### config.mk
export PLATFORM = sky130hd
export DESIGN_NAME = truth_table_analyzer
export DESIGN_NICKNAME = d
export VERILOG_FILES = /design/src/rtl/truth_table_analyzer.sv
export SDC_FILE = /design/constraint.sdc
export NUM_CORES = 1
export LEC_CHECK = 0
export CAP_MARGIN = 10
export CORE_ASPECT_RATIO = 0.7
export CORE_MARGIN = 2
export CORE_UTILIZATION = 35
export DETAILED_ROUTE_END_ITERATION = 8
export SYNTH_ARGS = -nofsm -noshare
export SYNTH_HDL_FRONTEND = slang
export SYNTH_SLANG_ARGS = --single-unit
### constraint.sdc
create_clock -name clk -period 5.15 [get_ports clk]
set_input_delay 0.515 -clock clk [delete_from_list [all_inputs] [get_ports clk]]
set_output_delay 0.515 -clock clk [all_outputs]
set_load 0.02 [all_outputs]
### src/rtl/truth_table_analyzer.sv
// Captures a 2^N-row truth table one row per accepted beat, then streams minterm indices followed by maxterm indices.
// Latency: one scan row per cycle; out_* are decoded from registered state only. Backpressure: out_ready low holds the presented term.
module truth_table_analyzer #(
    parameter int N = 3
) (
    input  logic         clk,
    input  logic         reset,
    input  logic         in_valid,
    output logic         in_ready,
    input  logic         in_bit,
    output logic         out_valid,
    input  logic         out_ready,
    output logic [N-1:0] out_index,
    output logic         out_kind,
    output logic         out_last,
    output logic         busy,
    output logic [N:0]   ones_count,
    output logic         const_one,
    output logic         const_zero
);

    localparam int             DEPTH     = 1 << N;
    localparam logic [N-1:0]   MAX_ROW   = N'(DEPTH - 1);
    localparam logic [N:0]     LAST_TERM = (N + 1)'(DEPTH - 1);
    localparam logic [N:0]     FULL_CNT  = (N + 1)'(DEPTH);

    typedef enum logic [1:0] {
        CAPTURE  = 2'd0,
        SCAN_MIN = 2'd1,
        SCAN_MAX = 2'd2
    } state_t;

    state_t           state;
    state_t           state_nxt;
    logic [DEPTH-1:0] tbl;
    logic [DEPTH-1:0] tbl_nxt;
    logic [N-1:0]     wr_ptr;
    logic [N-1:0]     ptr;
    logic [N:0]       emitted;
    logic [N:0]       ones_nxt;
    logic             cur_bit;
    logic             accept;
    logic             advance;
    logic             fire;
    logic             row_last;
    logic             ptr_last;

    always_comb begin
        in_ready  = (state == CAPTURE);
        busy      = (state != CAPTURE);
        cur_bit   = tbl[ptr];
        out_valid = ((state == SCAN_MIN) && cur_bit) || ((state == SCAN_MAX) && !cur_bit);
        out_kind  = out_valid && (state == SCAN_MIN);
        out_index = out_valid ? ptr : '0;
        out_last  = out_valid && (emitted == LAST_TERM);
        fire      = out_valid && out_ready;
        // Rows that do not match the current scan kind are skipped without waiting on the consumer.
        advance   = busy && (!out_valid || out_ready);
        accept    = in_ready && in_valid;
        row_last  = (wr_ptr == MAX_ROW);
        ptr_last  = (ptr == MAX_ROW);
    end

    // Status is computed on the table as it will look after the final row lands.
    always_comb begin
        tbl_nxt         = tbl;
        tbl_nxt[wr_ptr] = in_bit;
        ones_nxt        = '0;
        for (int i = 0; i < DEPTH; i++) begin
            ones_nxt = ones_nxt + (N + 1)'(tbl_nxt[i]);
        end
    end

    always_comb begin
        state_nxt = state;
        case (state)
            CAPTURE:  if (accept && row_last) state_nxt = SCAN_MIN;
            SCAN_MIN: if (advance && ptr_last) state_nxt = SCAN_MAX;
            SCAN_MAX: if (advance && ptr_last) state_nxt = CAPTURE;
            default:  state_nxt = CAPTURE;
        endcase
    end

    always_ff @(posedge clk) begin
        if (reset) begin
            state <= CAPTURE;
        end else begin
            state <= state_nxt;
        end
    end

    always_ff @(posedge clk) begin
        if (reset) begin
            wr_ptr     <= '0;
            ptr        <= '0;
            emitted    <= '0;
            ones_count <= '0;
            const_one  <= 1'b0;
            const_zero <= 1'b0;
        end else begin
            if (accept) begin
                tbl    <= tbl_nxt;
                wr_ptr <= wr_ptr + N'(1);
                if (row_last) begin
                    ones_count <= ones_nxt;
                    const_one  <= (ones_nxt == FULL_CNT);
                    const_zero <= (ones_nxt == '0);
                    ptr        <= '0;
                    wr_ptr     <= '0;
                    emitted    <= '0;
                end
            end
            // ptr wraps to zero naturally when the last row of each scan advances.
            if (advance) begin
                ptr <= ptr + N'(1);
            end
            if (fire) begin
                emitted <= emitted + (N + 1)'(1);
            end
        end
    end

endmodule

# After elaboration in Yosys (flattened, before gate mapping)
# Cells that the tools add are included.
[word_totals]
ff_bits = 26
inputBits = 5
elab_cells = 74
[classes]
n_reduce_logical = 26
n_eq_ne = 9
muxes = 17
magnitude_cmp = 3
n_bitwise = 1
addsub = 10
[op_table]
columns = ["operator", "count"]
rows = [
  ["4-bit by 1-bit adder with 4-bit output", 4],
  ["3-bit 2-to-1 mux", 5],
  ["4-bit 2-to-1 mux", 3],
  ["1-bit logical AND", 10],
  ["2-bit nonzero test", 5],
  ["8-bit bitwise mux", 1],
  ["3-bit by 4-bit < comparator with 1-bit output, second input constant", 2],
  ["2-bit AND reduction", 4],
  ["3-bit by 1-bit adder with 3-bit output, second input constant", 2],
  ["3-bit == test, second input constant", 2],
  ["2-bit 2-to-1 mux", 3],
  ["2-bit by 1-bit != test with 1-bit output, second input constant", 3],
  ["2-bit one-hot mux with 3 select lines", 1],
  ["3-bit by 1-bit adder with 4-bit output", 1],
  ["4-bit by 1-bit adder with 4-bit output, second input constant", 1],
  ["4-bit by 3-bit == test with 1-bit output, second input constant", 1],
  ["4-bit == test, second input constant", 1],
  ["4-bit logical NOT", 1],
  ["2-bit by 1-bit adder with 3-bit output", 1],
  ["1-bit binary-select mux with 3-bit select", 1],
  ["1-bit demux with 3-bit select", 1],
  ["3-bit by 1-bit greater-or-equal comparator with 1-bit output, second input constant", 1],
  ["3-bit AND reduction", 1],
  ["1-bit by 1-bit adder with 2-bit output", 1],
  ["other kinds (7)", 10],
]

# Longest topological paths before layout
# Gate-level depths: netlist of run 1.
[depth]
depth_word = 13
mapped_depth = 14
ltp_nobuf = 13

# Worst setup path after synthesis of run 1
# Ideal clock, no wire load.
[synth_timing]
path_type = "register -> register"
start = "register wr_ptr[2]"
end = "register const_one"
setup_slack_ps = 1339
stages_incl_launch_ff = 13
setup_time_ps = 117
arrival_time_ps = 3693
t_required_ps = 5033
path_buffers = 1
synth_period_minus_slack_ps = 3811
path_cell_list = "dfxtp_1 -> clkbuf_1 -> nor3_1 -> mux2_2 -> fa_1 -> fa_1 -> fa_1 -> ha_1 -> inv_1 -> fa_1 -> xor2_1 -> and4b_1 -> a32o_1"
[synth_between]
elab_chain_cells = 13
word_cells_on_any_way = 16
[synth_rtl]
columns = ["item", "line", "text"]
rows = [
  ["from (decl)", "37", "logic [N-1:0] wr_ptr;"],
  ["from (signal assigned)", "103", "wr_ptr <= wr_ptr + N'(1);"],
  ["3-bit by 4-bit < comparator with 1-bit output (not written as such) or 3-bit by 1-bit greater-or-equal comparator with 1-bit output (tied branches)", "67", "tbl_nxt[wr_ptr] = in_bit;"],
  ["1-bit logical AND (not written as such)", "67", ""],
  ["1-bit 2-to-1 mux (not written as such)", "67", ""],
  ["1-bit demux with 3-bit select *", "67", ""],
  ["8-bit bitwise mux *", "67", ""],
  ["net tbl_nxt[0]", "36", "logic [DEPTH-1:0] tbl_nxt;"],
  ["1-bit by 1-bit adder with 2-bit output *", "70", "ones_nxt = ones_nxt + (N + 1)'(tbl_nxt[i]);"],
  ["2-bit by 1-bit adder with 3-bit output *", "70", ""],
  ["3-bit by 1-bit adder with 4-bit output *", "70", ""],
  ["4-bit by 1-bit adder with 4-bit output * (4 in a row)", "70", ""],
  ["4-bit == test *", "106", "const_one <= (ones_nxt == FULL_CNT);"],
  ["to (signal assigned)", "106", ""],
  ["to (decl)", "18", "output logic const_one,"],
]
# The timed path passes the listed nets; every way through them passes the cells marked *.
# A chain may end at the register's enable or synchronous reset.

# Worst setup path in the final report of run 1
[layout_timing]
start = "input port in_bit"
end = "register const_one"
[layout_between]
elab_chain_cells = 9
[layout_rtl]
columns = ["item", "line", "text"]
rows = [
  ["from (decl)", "10", "input logic in_bit,"],
  ["8-bit bitwise mux", "67", ""],
  ["net tbl_nxt[0]", "36", ""],
  ["1-bit by 1-bit adder with 2-bit output", "70", ""],
  ["2-bit by 1-bit adder with 3-bit output", "70", ""],
  ["3-bit by 1-bit adder with 4-bit output", "70", ""],
  ["4-bit by 1-bit adder with 4-bit output (4 in a row)", "70", ""],
  ["4-bit == test", "106", ""],
]
# The timed path passes the listed nets, and every way through them passes these cells.

==> PnR_summary.wiki, run 1 <==
{| class="wikitable"
! Metric !! Value
|-
| Pre-CTS worst setup slack || 0.888 ns
|-
| Type of element launching the critical path || primary input
|-
| Largest net degree at the start of global routing || 16
|-
| Portion of the post-synthesis area used by sequential elements || 0.403
|-
| Final weighted congestion in routability-driven placement || 0.794
|-
| Gate count of the mapped netlist || 147
|-
| Multi-input logic area || 840 um^2
|-
| Count of inserted antenna diode cells || 0
|-
| Source of the worst hold timing path || ones_count[0]
|-
| Number of library cell types mapped by synthesis || 38
|-
| First-pass GRT wire length || 4890 um
|-
| Syn nets || 164
|-
| Transition time at the pin with the least slew margin || 0.788 ns
|-
| Full die area || 4800 um^2
|-
| GR Overflow Total || 0
|-
| I/O pin cnt || 19
|-
| Async set-reset flop share out of synthesis || 0
|-
| Depth of the worst hold-timing path || 2
|-
| # nets final || 181
|-
| Vias per inst || 5.09
|-
| Internal reg-to-reg setup slack || 1.25 ns
|-
| Count of pins over their slew limit || 0
|-
| Number of synthesized register bits || 26
|-
| Post-CTS setup buffer count || 0
|-
| Lkg Pwr || 0.000649 uW
|-
| Die Ht || 58.6 um
|-
| Fraction of synthesized cell area taken by the top area cell type || 0.242
|-
| Sum Neg Setup Slack || 0 ns
|-
| Largest vdd supply drop || 147 uV
|-
| Initial antenna violation count || 0
|-
| Post_cts resized || 0
|-
| Count of flip-flops with a built-in enable after synthesis || 8
|-
| Worst clock skew || 0.00781 ns
|-
| Worst Path Arrival || 4.14 ns
|-
| Endpoint, Worst Hold || ones_count[0]
|-
| Hold WC Path Type || reg2reg
|-
| Count of final hold-check violations || 0
|-
| Maximum fanout count along the critical path || 8
|-
| Placeable core area || 3990 um^2
|-
| Period utilization || 0.769
|-
| Count of input and output buffers || 18
|-
| Start-to-end type of the worst setup path || in2reg
|-
| Average cell area after synthesis || 10.1 um^2
|-
| Unrepaired setup endpoints after global routing || false
|-
| Floorplan die width || 82.0 um
|-
| Starting utilization of the core area || 0.373
|-
| FF-to-FF path depth || 11
|-
| Clock tree from TritonCTS || done
|-
| Fill cell total of the finished layout || 390
|-
| Layout area overhead || 17.5%
|-
| Remaining number of nets flagged by the antenna check after routing || 0
|-
| Via Count || 1094
|-
| Max-cap violation count || 0
|-
| Critical Path RT || 5.33 ns
|-
| Cell taking the most area after synthesis || sky130_fd_sc_hd__dfxtp_1
|-
| PD cells || 240 nW/um^2
|-
| Max Root-Sink Buffers || 2
|-
| Clock root buffer || sky130_fd_sc_hd__clkbuf_8
|-
| Fraction of layout instances using a drive strength above 1 || 0.104
|-
| Commonest non-fill, non-tap cells in the layout || sky130_fd_sc_hd__dfxtp_1 (18), sky130_fd_sc_hd__clkdlybuf4s50_1 (18), sky130_fd_sc_hd__nand2_1 (17), sky130_fd_sc_hd__nor2_1 (11), sky130_fd_sc_hd__mux2i_1 (9)
|-
| Worst Slack Setup Final || 1.19 ns
|-
| Clock transition at the register clock pins on the worst setup and hold paths after CTS || 0.09 ns
|-
| Fin crit period || 3.96 ns
|-
| # rows || 19
|-
| Relative slew slack || 0.474
|-
| Remaining routing DRC violations || 0
|-
| Worst Hold Margin || 0.466 ns
|-
| Top area cells in the synthesized netlist || sky130_fd_sc_hd__dfxtp_1 (24%), sky130_fd_sc_hd__edfxtp_1 (16%), sky130_fd_sc_hd__ha_1 (6.7%)
|-
| Result of the run || finished, final reports clean
|-
| Setup crit end kind || flip-flop
|-
| Reg-to-reg critical path startpoint || wr_ptr[2]
|-
| Routed wire length || 2930 um
|-
| Number of global-route vias before repair || 1015
|-
| Area used by sequential logic in the layout || 601 um^2
|-
| Clk_lat worst skew || 0.27 ns
|-
| WL per Instance || 13.6 um
|-
| CTS H-tree lvls || 1
|-
| Overall Global Routing Usage || 0.136
|-
| # setup viols final || 0
|-
| Synth Flop Type || sky130_fd_sc_hd__dfxtp_1
|-
| Count of hold buffers inserted by post-cts repair || 0
|-
| Fmax || 0.252 GHz
|-
| Post-synthesis instance area || 1490 um^2
|-
| Number of search-and-repair iterations in the first detailed-routing pass || 4
|-
| Detailed router's first-iteration violation count || 65
|-
| Number of buffers inserted during clock tree synthesis || 3
|-
| Post-DP HPWL || 2260 um
|-
| Util after Layout || 0.438
|-
| End of the worst register-to-register path || const_one
|-
| Yosys warning total || 0
|-
| Clock Sink Count || 26
|}
-- worst max path at each step --
stage | from | endpoint | slack [ns] | cells past startpoint
floorplan | wr_ptr[2] | const_one | 1.34 | 12
global placement | in_bit | const_one | 0.95 | 11
detailed placement | in_bit | const_one | 0.89 | 11
CTS | in_bit | const_one | 1.18 | 11
global route | in_bit | const_one | 1.06 | 11
finish | in_bit | const_one | 1.19 | 11
-- report_power, final --
part	internal (uW)	leakage (uW)	switching, uW
Clock	53.5	0.0000231	65.3
Combinational	37.3	0.000405	42.1
Sequential	216	0.000220	6.01
-- flip-flops by register name, summed over array words and instances (netlist names) --
register / count
ptr: 3
state: 2
const_one: 1
ones_count: 4
emitted: 4
wr_ptr: 3
tbl: 8
const_zero: 1
-- layer usage --
layer  track usage  vias to the layer above  part of all wire
met5             0                        -                 0
met2         0.207                       30              0.41
met1         0.193                      511              0.52
met3        0.0368                        5             0.058
li1              -                      548                 -
met4        0.0381                        0            0.0096
-- cell families after synthesis --
logic type               share of synthesized area
AO/OA/AOI/OAI                               0.0790
XOR/XNOR                                    0.0118
adder cells (fa/ha/maj)                      0.121
buffers and inverters                       0.0328
flip-flops                                   0.403
multiplexers                                 0.146
AND/OR/NAND/NOR                              0.206
-- worst max-delay path: stages --
cell and delay, ns:
sky130_fd_sc_hd__clkdlybuf4s50_1 0.51, sky130_fd_sc_hd__mux2_2 0.34, sky130_fd_sc_hd__fa_1 0.56, sky130_fd_sc_hd__fa_1 0.44
sky130_fd_sc_hd__fa_1 0.53, sky130_fd_sc_hd__ha_1 0.18, sky130_fd_sc_hd__inv_1 0.06, sky130_fd_sc_hd__fa_1 0.37
sky130_fd_sc_hd__xor2_1 0.16, sky130_fd_sc_hd__and4b_1 0.21, sky130_fd_sc_hd__a32o_1 0.25
-- layout make-up --
type	instances	area share
Clock buffer	3	0.0236
Multi-Input combinational cell	110	0.480
Clock inverter	1	0.00215
Inverter	5	0.0107
Timing Repair Buffer	18	0.103
Tap cell	52	0.0372
Sequential cell	26	0.343
-- synth_stat cells (all sizes together) (2+ instances only) --
master and n:
nor3 2, nor2b 3, nand3 5, mux2 9
inv 5, nor2 11, dfxtp 18, a21oi 8
mux2i 9, o21ai 4, nor3b 2, nand2 17
nand3b 2, fa 4, clkbuf 5, or3b 2
ha 8, and4b 2, and2 5, edfxtp 8
or2 2
-- through the flow --
stage,area (um^2),power (uW),instances
5_1_grt,1750,447,215
3_3_place_gp,1700,303,211
3_5_place_dp,1700,307,211
4_1_cts,1750,426,215
2_1_floorplan,1490,286,147
6_report,1750,421,215
Note: power is estimated with default switching activity, not from simulation.
==> run 2, diff against run 1 <==
Clock period 5.15 ns to 3.5 ns, I/O delays scaled along.
==> run 2 against run 1 <==
- the run now ends with setup timing left
- global-route usage rose by 0.35 points
- routed wire length rose by 0.79%
- register-to-register slack got worse by 1.3 ns
- clock-buffer cell count rose by 1
- sequential share of layout area fell by 1.8 points
- power rose by 59%
- worst setup slack got worse by 1.3 ns
- sequential power rose by 47%
- clock skew fell by 0.0060 ns
- non-clock buffer count rose by 9
- critical path type is now reg2reg
==> PnR_summary.wiki, run 2 (synthesis results as in run 1) <==
{| class="wikitable"
! Metric !! Value
|-
| Result of the run || complete, but fails checks
|-
| Violated checks || setup timing
|-
| Lkg Pwr || 0.000715 uW
|-
| Number of buffers inserted during clock tree synthesis || 3
|-
| Worst Path Arrival || 3.76 ns
|-
| Top sig layer || met4
|-
| Commonest non-fill, non-tap cells in the layout || sky130_fd_sc_hd__nand2_1 (17), sky130_fd_sc_hd__clkdlybuf4s50_1 (17), sky130_fd_sc_hd__dfxtp_1 (15), sky130_fd_sc_hd__nor2_1 (10), sky130_fd_sc_hd__mux2i_1 (9)
|-
| Setup crit end kind || flip-flop
|-
| Biggest regs || tbl x8, emitted x4, ones_count x4
|-
| Worst Slack Setup Final || -0.0836 ns
|-
| Largest vdd supply drop || 242 uV
|-
| Start-to-end type of the worst setup path || reg2reg
|-
| Sum Neg Setup Slack || -0.143 ns
|-
| WL per Instance || 13.2 um
|-
| Cell-by-cell listing of the critical path || buf_6 -> nor3_4 -> mux2_4 -> fa_1 -> fa_1 -> fa_1 -> ha_2 -> inv_2 -> fa_2 -> xor2_1 -> and4b_1 -> a32o_1
|-
| Fin crit period || 3.58 ns
|-
| PD cells || 359 nW/um^2
|-
| Count of input and output buffers || 18
|-
| # rows || 19
|-
| Multi-input logic area || 866 um^2
|-
| Fraction of power consumed by combinational cells || 0.219
|-
| Max-cap violation count || 0
|-
| Maximum fanout count along the critical path || 5
|-
| Initial antenna violation count || 0
|-
| Delay contributed by the slowest stage of the critical path || 0.51 ns
|-
| Clock Sink Count || 26
|-
| Placeable core area || 3990 um^2
|-
| Internal portion of total power || 495 uW
|-
| Relative slew slack || 0.627
|-
| Type of element launching the critical path || flip-flop
|-
| Clock root buffer || sky130_fd_sc_hd__clkbuf_8
|-
| Number of global-route vias before repair || 1062
|-
| Clock group share of total power || 0.293
|-
| # nets final || 190
|-
| Clock transition at the register clock pins on the worst setup and hold paths after CTS || 0.09 ns
|-
| Starting utilization of the core area || 0.373
|-
| Count of pins over their slew limit || 0
|-
| Remaining number of nets flagged by the antenna check after routing || 0
|-
| Max reg flops || 8
|-
| Unrepaired setup endpoints after global routing || true
|-
| Pre-CTS worst setup slack || -0.434 ns
|-
| I/O pin cnt || 19
|-
| Count of inserted antenna diode cells || 0
|-
| GR Overflow Total || 0
|-
| Routed wire length on met2 || 1210 um
|-
| Clock tree from TritonCTS || done
|-
| Detailed router's first-iteration violation count || 25
|-
| Hold WC Path Type || reg2reg
|-
| First-pass GRT wire length || 5040 um
|-
| FF-to-FF path depth || 12
|-
| Clk_lat worst skew || 0.27 ns
|-
| Vias per inst || 5.00
|-
| Overall Global Routing Usage || 0.140
|-
| Cell type of the slowest stage on the worst timing path || sky130_fd_sc_hd__fa_1
|-
| Count of hold buffers inserted by post-cts repair || 0
|-
| # setup viols final || 3
|-
| Final weighted congestion in routability-driven placement || 0.819
|-
| Overall power || 667 uW
|-
| Routed wire length || 2950 um
|-
| Transition time at the pin with the least slew margin || 0.558 ns
|-
| Switching Share || 0.258
|-
| Largest net degree at the start of global routing || 16
|-
| Post-DP HPWL || 2360 um
|-
| Floorplan die width || 82.0 um
|-
| Depth of the worst hold-timing path || 2
|-
| Critical Path RT || 3.67 ns
|-
| Register with the most flip-flops || tbl
|-
| Met3 wirelength from detailed routing || 170 um
|-
| Fraction of power consumed by sequential logic || 0.489
|-
| Number of search-and-repair iterations in the first detailed-routing pass || 4
|-
| Fraction of layout instances using a drive strength above 1 || 0.203
|-
| Instance area after placement || 1790 um^2
|-
| Max Root-Sink Buffers || 2
|-
| Count of final hold-check violations || 0
|-
| Worst Hold Margin || 0.469 ns
|-
| Via Count || 1121
|-
| Full die area || 4800 um^2
|-
| Area of all placed cells without fillers || 1860 um^2
|-
| Worst clock skew || 0.00180 ns
|-
| Remaining routing DRC violations || 0
|-
| Layout area overhead || 24.9%
|-
| CTS H-tree lvls || 1
|-
| Period utilization || 1.02
|-
| Die Ht || 58.6 um
|-
| Fill cell total of the finished layout || 371
|-
| Fmax || 0.279 GHz
|-
| Switch Pwr || 172 uW
|-
| CP most frequent cell || sky130_fd_sc_hd__fa_1
|-
| Area used by sequential logic in the layout || 604 um^2
|-
| Wire length on met1 || 1560 um
|}
-- run 2: changes by cell type in the layout (fill, tap and decap cells not counted), sizes merged --
cell and delta:
buf +9, clkdlybuf4s50 -1, dlygate4sd2 +1, clkbuf +1
clkinv -1
-- run 2: timing repair --
| item | in CTS | in global routing |
|---|---|---|
| setup endpoints to repair | 3 | 3 |
| cloned | 0 | 0 |
| buffers inserted | 1 | 0 |
| resized for setup | 6 | 0 |
| pin swaps | 1 | 0 |
-- run 2: metal layers --
layer,vias up,track usage
li1,562,-
met1,531,0.204
met2,26,0.208
met3,2,0.0399
met4,0,0.0286
met5,-,0
-- run 2: area by class of cell --
class | count | share of cell area
Multi-Input combinational cell | 110 | 0.466
Timing Repair Buffer | 27 | 0.135
Clock buffer | 4 | 0.0296
Tap cell | 52 | 0.0350
Sequential cell | 26 | 0.325
Inverter | 5 | 0.0101
-- run 2: through the flow --
stage | utilization | cells
after global placement | 0.448 | 219
final | 0.466 | 224
after floorplan | - | 147
after CTS | 0.466 | 224
after detailed placement | 0.448 | 219
after global routing | 0.466 | 224
-- run 2: critical path, delay by kind of cell, from the launching register on --
| kind | cells | cell delay (ns) |
|---|---|---|
| XOR/XNOR | 1 | 0.15 |
| AO/OA/AOI/OAI | 1 | 0.25 |
| multiplexers | 1 | 0.33 |
| flip-flops | 1 | 0.35 |
| AND/OR/NAND/NOR | 2 | 0.30 |
| buffers and inverters | 2 | 0.16 |
| adder cells (fa/ha/maj) | 5 | 1.94 |
-- run 2: final timing paths --
| kind | from | slack (ns) | to |
|---|---|---|---|
| worst min register to register | const_zero | 0.47 | const_zero |
| worst max register to register | wr_ptr[2] | -0.08 | const_one |
| worst min-delay path | const_zero | 0.47 | const_zero |
| worst max-delay path | wr_ptr[2] | -0.08 | const_one |
-- run 2: power by group through the flow --
stage | Clock [uW] | Combinational (uW) | Sequential (uW)
2_1_floorplan | 0 | 106 | 328
3_3_place_gp | 0 | 138 | 332
3_5_place_dp | 0 | 143 | 333
4_1_cts | 200 | 149 | 326
5_1_grt | 214 | 167 | 327
6_report | 196 | 146 | 326
==> edit 1 (settings of run 2) <==
The parameter `N` goes from 3 to 5.
--- a/src/rtl/truth_table_analyzer.sv
+++ b/src/rtl/truth_table_analyzer.sv
@@ -2,5 +2,5 @@
 // Latency: one scan row per cycle; out_* are decoded from registered state only. Backpressure: out_ready low holds the presented term.
 module truth_table_analyzer #(
-    parameter int N = 3
+    parameter int N = 5
 ) (
     input  logic         clk,
Interface: changed (resized ones_count and out_index); port bits go from 19 to 23. The function was not compared with the original's and may differ.
==> edit 1 against run 2 <==
The run still ends with negative setup slack left; clock power rose to 4.4 times the old value; first-iteration DRC count rose to 8.2 times the old value; routed wire length rose to 3.4 times the old value; sequential cell count up 32; area after synthesis rose to 2.8 times the old value; sequential power up 130%; setup slack worse by 2.3 ns; hold slack worse by 0.012 ns; total power rose to 4.8 times the old value; die area rose to 2.6 times the old value; final area rose to 3.0 times the old value; largest cell class unchanged; largest power group is now combinational logic; highest routed layer unchanged.
==> edit 1: results (changes against run 2) <==
* Failing checks: negative setup slack (unchanged)
* Power per cell area at 577 nW/um^2 (was 359 nW/um^2)
* Area after DPL at 5080 um^2 (was 1790 um^2)
* WHS at 0.456 ns (was 0.469 ns)
* Xor/xnor cell area share of the yosys netlist at 0.0127 (was 0.0118)
* Number of global-route vias before repair at 3137 (was 1062)
* Clock slew at reported path FFs at 0.05 ns (was 0.09 ns)
* First-iteration detailed-routing DRC count at 205 (was 25)
* Post-DP HPWL at 7.93 mm (was 2.36 mm)
* R2R depth at 21 (was 12)
* CTS HTree Levels at 3 (was 1)
* Non-CTS inverters at 43 (was 5)
* Pleak at 2.11 nW (was 0.715 nW)
* Buffer share of cell area at 0.133 (was 0.135)
* Crit-path slowest cell: fa_2 (was fa_1)
* Sequential-to-total area share from yosys stat at 0.359 (was 0.403)
* Global-route wire length before repair at 16.6 mm (was 5.04 mm)
* Number of fill cells at 1038 (was 371)
* Compound-Gate Fraction of Synth Area at 0.0938 (was 0.0790)
* Port-buffer cells at 22 (was 18)
* Final setup violation count at 8 (was 3)
* Synth Area in Adders at 0.162 (was 0.121)
* Syn_nets at 440 (was 164)
* Setup TNS at -16.21 ns (was -0.143 ns)
* Status: finished, violations left (unchanged)
* CTS root buf: clkbuf_16 (was clkbuf_8)
* Worst-case vdd ir drop at 0.00112 V (was 0.000242 V)
* Multiplexer share of the synthesized area at 0.137 (was 0.146)
* Final wirelength at 10.2 mm (was 2.95 mm)
* Repair and plain buffers at 87 (was 27)
* Placer Congestion at 0.946 (was 0.819)
* R2r endpoint: const_zero (was const_one)
* R2R Path Start: wr_ptr[0] (was wr_ptr[2])
* Pre-CTS WS at -2.72 ns (was -0.434 ns)
* Layout cells sized above 1 at 0.378 (was 0.203)
* Worst-margin pin slew at 0.598 ns (was 0.558 ns)
* Share of cell area taken by multi-input logic gates at 0.481 (was 0.466)
* Fin Clk Skew at 0.00699 ns (was 0.00180 ns)
* Count of state elements after synthesis at 58 (was 26)
* Average size of a mapped cell at 10.4 um^2 (was 10.1 um^2)
* Largest net degree at the start of global routing at 33 (was 16)
* Library cells used by synthesis at 63 (was 38)
* Setup ws final at -2.40 ns (was -0.0836 ns)
* Sequential Area at 1490 um^2 (was 604 um^2)
* Critical Path Max Stage Delay at 0.60 ns (was 0.51 ns)
* Num CTS Buffers at 9 (was 3)
* Clock-cell share at 0.0521 (was 0.0296)
## edit 1: cell types whose count changed after synthesis, moves of 5 or more
cell and change:
ha_1 +7, nor2_1 +7, nand2b_1 +12, and3_1 +5, mux2i_1 +17, inv_1 +37, nand2_1 +9, nand3_1 +24
fa_1 +20, edfxtp_1 +24, mux2_2 +18, dfxtp_1 +8, a21oi_1 +6
## edit 1: power breakdown
group / switching (W) / internal (W)
clock network: 0.000299 / 0.000568
registers: 0.0000116 / 0.000736
logic: 0.000743 / 0.000856
## edit 1: how the worst max path moves through the flow
stage            endpoint  slack [ns]  cells past startpoint
6_report       const_zero       -2.40                     21
5_1_grt        const_zero       -2.59                     20
4_1_cts        const_zero       -2.46                     19
3_5_place_dp   const_zero       -2.72                     18
3_3_place_gp   const_zero       -2.72                     18
2_1_floorplan  const_zero       -2.31                     22
## edit 1: metal layers
metal / routed length, um / global-route usage / share of wire / vias to the layer above
met1: 5290 / 0.265 / 0.52 / 1529
met2: 4090 / 0.237 / 0.40 / 78
li1: - / - / - / 1563
met3: 602 / 0.0462 / 0.059 / 14
met5: 0 / 0 / 0 / -
met4: 188 / 0.0541 / 0.018 / 0
## edit 1: worst min-delay path, stage by stage, from the launching register on
cell     delay, ns
dfxtp_1       0.31
nand2_1       0.05
o21ai_1       0.05
## edit 1: what timing repair did
| action | in CTS | in global routing |
|---|---|---|
| resized for setup | 11 | 38 |
| hold buffers | 0 | 0 |
| setup endpoints to repair | 9 | 14 |
| pin swaps | 7 | 20 |
| buffers inserted | 3 | 2 |
## edit 1: kinds of logic after synthesis
| kind of cell | count (synthesis) |
|---|---|
| xor gates and xnor gates | 6 |
| and+or+nand+nor | 132 |
| DFF | 58 |
| muxes | 53 |
| adders and majority gates | 39 |
| AOI/OAI and AO/OA | 50 |
| buffers and inverters | 58 |
==> edit 2 (flow settings as in run 2) <==
Made on the original files. Encoding of `state_t`: now one-hot (3 bits for 3 states).
--- a/src/rtl/truth_table_analyzer.sv
+++ b/src/rtl/truth_table_analyzer.sv
@@ -25,8 +25,8 @@
     localparam logic [N:0]     FULL_CNT  = (N + 1)'(DEPTH);
 
-    typedef enum logic [1:0] {
-        CAPTURE  = 2'd0,
-        SCAN_MIN = 2'd1,
-        SCAN_MAX = 2'd2
+    typedef enum logic [2:0] {
+        CAPTURE  = 3'b001,
+        SCAN_MIN = 3'b010,
+        SCAN_MAX = 3'b100
     } state_t;
 
Behaviour: no difference found for any inputs over 10 cycles, from zero or initial values and one cycle with reset high; not proved beyond that.
==> edit 2 against run 2 <==
The flow still finishes with violations (negative setup slack); hold slack better by 0.0057 ns; routed wire length up 12%; final area up 6.3%; fmax down 4.4%; final cell count up 8.9%; total power down 2.1%; first-iteration DRC count up 32%; sequential power up 2%; setup slack worse by 0.17 ns; sequential cell count up 1; area after synthesis up 8.4%; largest cell class unchanged; largest power group unchanged; highest routed layer unchanged.
==> edit 2: results (changes against run 2) <==
* Status: finished, violations left (unchanged)
* Failing checks: negative setup slack (unchanged)
* Inst Count DP at 239 (was 219)
* Pre-CTS WS at -0.522 ns (was -0.434 ns)
* Vias at 1261 (was 1121)
* WHS at 0.474 ns (was 0.469 ns)
* Post-DP HPWL at 2.48 mm (was 2.36 mm)
* Worst Setup SP: wr_ptr[0] (was wr_ptr[2])
* Top post-synthesis cells by count: dfxtp_1, nor2_1, nand2_1 (was dfxtp_1, nand2_1, nor2_1)
* Setup ws final at -0.250 ns (was -0.0836 ns)
* Area after DPL at 1910 um^2 (was 1790 um^2)
* Library cells used by synthesis at 39 (was 38)
* Critical Path AT at 3.95 ns (was 3.76 ns)
* Sequential-to-total area share from yosys stat at 0.384 (was 0.403)
* Largest net degree at the start of global routing at 22 (was 16)
* Met2 routed WL at 1.43 mm (was 1.21 mm)
* Final setup violation count at 3 (unchanged)
* Global routing usage on met3 at 0.0381 (was 0.0399)
* Met1 Use GR at 0.192 (was 0.204)
* Internal Power at 0.000482 W (was 0.000495 W)
* Setup TNS at -0.497 ns (was -0.143 ns)
* Number of fill cells at 409 (was 371)
* Final wirelength at 3.30 mm (was 2.95 mm)
* Wire length on met1 at 1.69 mm (was 1.56 mm)
* Layout cells sized above 1 at 0.180 (was 0.203)
* Pleak at 0.712 nW (was 0.715 nW)
* Average size of a mapped cell at 9.49 um^2 (was 10.1 um^2)
* Met3 wire len at 161 um (was 170 um)
* Placer Congestion at 0.782 (was 0.819)
* Fin Clk Skew at 0.00217 ns (was 0.00180 ns)
* Worst-margin pin slew at 0.784 ns (was 0.558 ns)
* Number of global-route vias before repair at 1149 (was 1062)
* GRT Total Usage at 0.136 (was 0.140)
* Hold Path Sink: ones_count[0] (was const_zero)
* Worst-case vdd ir drop at 0.000197 V (was 0.000242 V)
* Post-CTS resize count at 3 (was 6)
* Top post-synthesis cells by area: dfxtp_1, edfxtp_1, mux2_2, ha_1, fa_1 (was dfxtp_1, edfxtp_1, ha_1, mux2i_1, mux2_2)
* Global-route wire length before repair at 5.53 mm (was 5.04 mm)
* Post-DR vias/cell at 5.17 (was 5.00)
* Met2 usage at 0.218 (was 0.208)
* Setup bufs post-CTS at 0 (was 1)
## edit 2: final cells by class
type	instances	area [um^2]	area share
Multi-Input combinational cell	123	956	0.484
Sequential cell	27	627	0.317
Clock inverter	1	6.26	0.00316
Timing Repair Buffer	27	248	0.125
Clock buffer	3	41.3	0.0209
Tap cell	55	68.8	0.0348
Inverter	8	30.0	0.0152
## edit 2: cell families (layout without fill, tap and decap cells)
logic type,count (synthesis),in the layout,synth area share
AND/OR/NAND/NOR,65,65,0.211
adder cells (fa/ha/maj),12,12,0.112
AO/OA/AOI/OAI,28,28,0.114
multiplexers,16,16,0.117
buffers and inverters,20,39,0.0512
XOR/XNOR,2,2,0.0109
flip-flops,27,27,0.384
## edit 2: power groups by stage
stage	clock (W)	sequential (W)	combinational, W
after floorplan	0	0.000338	0.0000935
after global routing	0.000206	0.000334	0.000157
final	0.000181	0.000333	0.000139
after global placement	0	0.000340	0.000128
after detailed placement	0	0.000340	0.000132
after CTS	0.000191	0.000334	0.000134
